$ cat config.mk
export PLATFORM = sky130hd
export DESIGN_NAME = modulo_down_counter
export DESIGN_NICKNAME = d
export VERILOG_FILES = /design/src/rtl/modulo_down_counter.sv
export SDC_FILE = /design/constraint.sdc
export NUM_CORES = 1
export LEC_CHECK = 0
export ABC_AREA = 1
export BUFFER_PORTS_ARGS = -buffer_cell sky130_fd_sc_hd__buf_2
export CAP_MARGIN = 25
export CORE_AREA = 10 10 47 49
export CTS_BUF_LIST = sky130_fd_sc_hd__clkbuf_16
export CTS_CLUSTER_DIAMETER = 60
export CTS_CLUSTER_SIZE = 40
export DETAILED_ROUTE_END_ITERATION = 16
export DIE_AREA = 0 0 57 59
export PLACE_DENSITY = 0.49
export SYNTH_ARGS = -nofsm -noshare
export SYNTH_HDL_FRONTEND = slang
export SYNTH_SLANG_ARGS = --single-unit
$ cat constraint.sdc
create_clock -name i_clock -period 1.2 [get_ports i_clock]
set_input_delay 0.18 -clock i_clock [delete_from_list [all_inputs] [get_ports i_clock]]
set_output_delay 0.18 -clock i_clock [all_outputs]
set_load 0.02 [all_outputs]
$ cat src/rtl/modulo_down_counter.sv
// modulo_down_counter: loadable modulo-N down counter with one-shot/periodic modes and a borrow pulse
module modulo_down_counter #(
    parameter int WIDTH   = 3,
    parameter int MODULUS = 6
) (
    input  logic             i_clock,
    input  logic             i_reset,
    input  logic             i_enable,
    input  logic             i_load,
    input  logic [WIDTH-1:0] i_load_value,
    input  logic             i_auto_reload,
    output logic [WIDTH-1:0] o_count,
    output logic             o_borrow,
    output logic             o_busy
);
    typedef enum logic [1:0] {IDLE, RUN, EXPIRED} state_t;
    localparam logic [WIDTH-1:0] MAX = WIDTH'(MODULUS - 1);
    state_t           r_state, w_next_state;
    logic [WIDTH-1:0] r_count, w_next_count;
    logic             r_borrow, w_next_borrow, r_busy;
    // next-state, next-count and borrow decode; load outranks enable, enable only counts in RUN
    always_comb begin
        w_next_state  = r_state;
        w_next_count  = r_count;
        w_next_borrow = 1'b0;
        if (i_load) begin
            w_next_count = (32'(i_load_value) >= MODULUS) ? MAX : i_load_value;
            w_next_state = RUN;
        end else if (r_state == RUN && i_enable) begin
            if (r_count != '0) begin
                w_next_count = r_count - 1'b1;
            end else begin
                w_next_borrow = 1'b1;
                w_next_count  = i_auto_reload ? MAX : '0;
                w_next_state  = i_auto_reload ? RUN : EXPIRED;
            end
        end
    end
    // state and outputs registered; busy is registered from next state so it tracks state==RUN exactly
    always_ff @(posedge i_clock or posedge i_reset) begin
        if (i_reset) begin
            r_state  <= IDLE;
            r_count  <= '0;
            r_borrow <= 1'b0;
            r_busy   <= 1'b0;
        end else begin
            r_state  <= w_next_state;
            r_count  <= w_next_count;
            r_borrow <= w_next_borrow;
            r_busy   <= (w_next_state == RUN);
        end
    end
    assign o_count  = r_count;
    assign o_borrow = r_borrow;
    assign o_busy   = r_busy;
endmodule

==> results.sh <==
export IMPL_status="finished clean"
export IMPL_ys_seq_elements=7
export IMPL_async_flop_share_pct=100
export IMPL_synth_simple_gate_area_share_pct=33.7
export IMPL_p_leak_uw=0.000316
export IMPL_wl_per_cell_um=11.3
export IMPL_worstPathCellList="nor2_2 -> nand3_2 -> nor2_2 -> nor2_1 -> and2_1"
export IMPL_initial_core_util_pct=27.6
export IMPL_critical_path_arrival_ns=1.18
export IMPL_cts_tree="yes"
export IMPL_crit_type="reg -> reg"
export IMPL_dieArea_um2=3360
export IMPL_drtPass1Iterations=4
export IMPL_totalPowerFinal_uw=1090
export IMPL_setup_slack_ns=0.129
export IMPL_root_buffer="clkbuf_16"
export IMPL_area_growth_pct=44.0
export IMPL_crit_path_end_kind="register"
export IMPL_timing_hold_ws_ns=0.208
export IMPL_vdd_drop_max_mv=0.872
export IMPL_cap_violations=0
export IMPL_synthMuxAreaShare_pct=0
export IMPL_synth_top_area_share_pct=45.3
export IMPL_slew_limit_headroom_pct=81.6
export IMPL_hold_viol_final=0
export IMPL_grt_max_degree=8
export IMPL_ys_warn_count=0
export IMPL_synth_cell_types=14
export IMPL_hpwl_um=777
export IMPL_die_w_um=57
export IMPL_grt_pass1_wl_um=1800
export IMPL_fin_skew_ns=0.000766
export IMPL_fillers=162
export IMPL_cp_start_kind="register"
export IMPL_grtUsageTotal_pct=6.78
export IMPL_port_buffers=12
export IMPL_slowest_delay_ns=0.40
export IMPL_drc=0
export IMPL_worstMarginPinSlew_ns=0.275
export IMPL_yosysMostFrequentCell="nand2_1"
export IMPL_synth_area_top_cells="dfrtp_1 (45%), nand2_1 (13%), inv_1 (8.7%)"
export IMPL_cts_sinks=7
export IMPL_yosys_area_top_type="dfrtp_1"
export IMPL_drive_above_1_share_pct=33.8
export IMPL_vias=373
export IMPL_antenna_found_initial=0
export IMPL_post_cts_buffers=0
export IMPL_netlist_area_um2=387
export IMPL_finalSetupViolCount=0
export IMPL_synth_top_family_by_area="simple AND/OR/NAND/NOR gates"
export IMPL_netlist_instances=51
export IMPL_cts_buffers=3
export IMPL_rsz0062_at_grt="no"
export IMPL_cp_max_fo=4
export IMPL_diodes=0
export IMPL_gp_congestion=0.789
export IMPL_path_buf_inv=0
export IMPL_fin_nets=77
export IMPL_totalNegativeSetupSlack_ns=0
export IMPL_drt_total_wl_um=953
export IMPL_grt_overflow=0
export IMPL_clkLatencyLatePin_ns=0.23
export IMPL_slew_viol_final=0
export IMPL_synth_edf_count=0
export IMPL_ys_seq_area_share_pct=45.3
export IMPL_clk_pin_slew_ns=0.04
export IMPL_slowest_stage="dfrtp_1"
export IMPL_synth_compound_area_share_pct=11.3
export IMPL_synth_common_cells="nand2_1 (13), inv_1 (9), dfrtp_1 (7), nand3_1 (5)"
export IMPL_post_route_period_util_pct=89.3
export IMPL_coreArea_um2=1400
export IMPL_utilization_pct=39.7
export IMPL_first_iter_violations=3
export IMPL_synth_xor_area_share_pct=0
export IMPL_die_height_um=59
export IMPL_period_minus_slack_ns=1.07
export IMPL_cp_common_cell="nor2_2"
export IMPL_num_rows=14
export IMPL_htreeDepth=1
export IMPL_synth_nets=59
export IMPL_num_io_pins=13
export IMPL_path_delay_family="simple AND/OR/NAND/NOR gates"
export IMPL_min_path_type="in -> reg"
export IMPL_synth_avg_cell_area_um2=7.58
export IMPL_synthFlopType="dfrtp_1"
export IMPL_post_place_ws_ns=0.0864
export IMPL_synth_fa_ha_area_share_pct=0
export IMPL_grt_pass1_vias=404
export IMPL_clock_path_buffers=2
export IMPL_crit_required_ns=1.31
export IMPL_vias_per_cell=4.44
export IMPL_p_per_area_nw_per_um2=1950
export IMPL_ant_nets=0
export IMPL_max_freq_ghz=0.934
[registers in the layout, indices dropped and copies added, names as in the netlist]
register / cells
r_state: 2
o_borrow: 1
o_count: 3
o_busy: 1
[timing repair]
item / in CTS / in global routing
endpoints found under the hold margin: 7 / 0
setup endpoints to repair: 0 / 3
gates resized for setup: 0 / 1
hold buffers: 1 / 0
[path summary, 6_finish.rpt]
path                             from    endpoint  slack (ns)  depth (start not counted)
setup / recovery           o_count[1]  r_state[1]        0.13                          5
hold / removal                 i_load    o_borrow        0.21                          2
setup reg to reg           o_count[1]  r_state[1]        0.13                          5
hold reg to reg            r_state[0]  r_state[0]        0.56                          2
max in group asynchronous     i_reset  o_count[0]        0.53                          3
min in group asynchronous     i_reset      o_busy        0.43                          3
[kinds of logic (layout without fill, tap and decap cells)]
| logic type | count (synthesis) | in the layout |
|---|---|---|
| AOI/OAI and AO/OA | 7 | 7 |
| buffers and inverters | 10 | 27 |
| DFF | 7 | 7 |
| and+or+nand+nor | 27 | 27 |
[area by class of cell]
type | instances | area (µm²) | area share, %
Clock buffer | 3 | 75.1 | 13.5
Clock inverter | 1 | 3.75 | 0.674
Inverter | 10 | 37.5 | 6.74
Multi-Input combinational cell | 34 | 174 | 31.2
Sequential cell | 7 | 176 | 31.7
Tap cell | 16 | 20.0 | 3.60
Timing Repair Buffer | 13 | 70.1 | 12.6
[per-layer routing]
metal | global-route usage [%] | vias up | part of all wire (%)
met5 | 0 | - | 0
met4 | 5.03 | 0 | 2.0
met3 | 3.22 | 2 | 7.8
met2 | 8.37 | 13 | 42
met1 | 8.70 | 165 | 48
li1 | - | 193 | -
[cell usage in the layout, fill, tap and decap left out]
cell	instances
and2_1	1
buf_2	12
clkbuf_16	3
dfrtp_1	6
dfrtp_2	1
dlygate4sd3_1	1
inv_1	10
inv_2	1
nand2_1	13
nand2_2	1
nand3_1	5
nand3_2	2
nor2_1	3
nor2_2	2
o211ai_1	1
o21ai_0	2
o21ai_1	3
o21bai_2	1
[where the power goes]
group	leakage (µW)	switching, µW	internal (µW)
clock network	0.0000423	116	432
logic	0.000191	147	83.2
registers	0.0000822	34.9	275
[stage by stage]
step                      area (µm²)  instances
after floorplan                  387         51
after global placement           467         79
after detailed placement         467         79
after CTS                        556         84
after global routing             557         84
final                            557         84
Note: power is estimated with default switching activity, not from simulation.
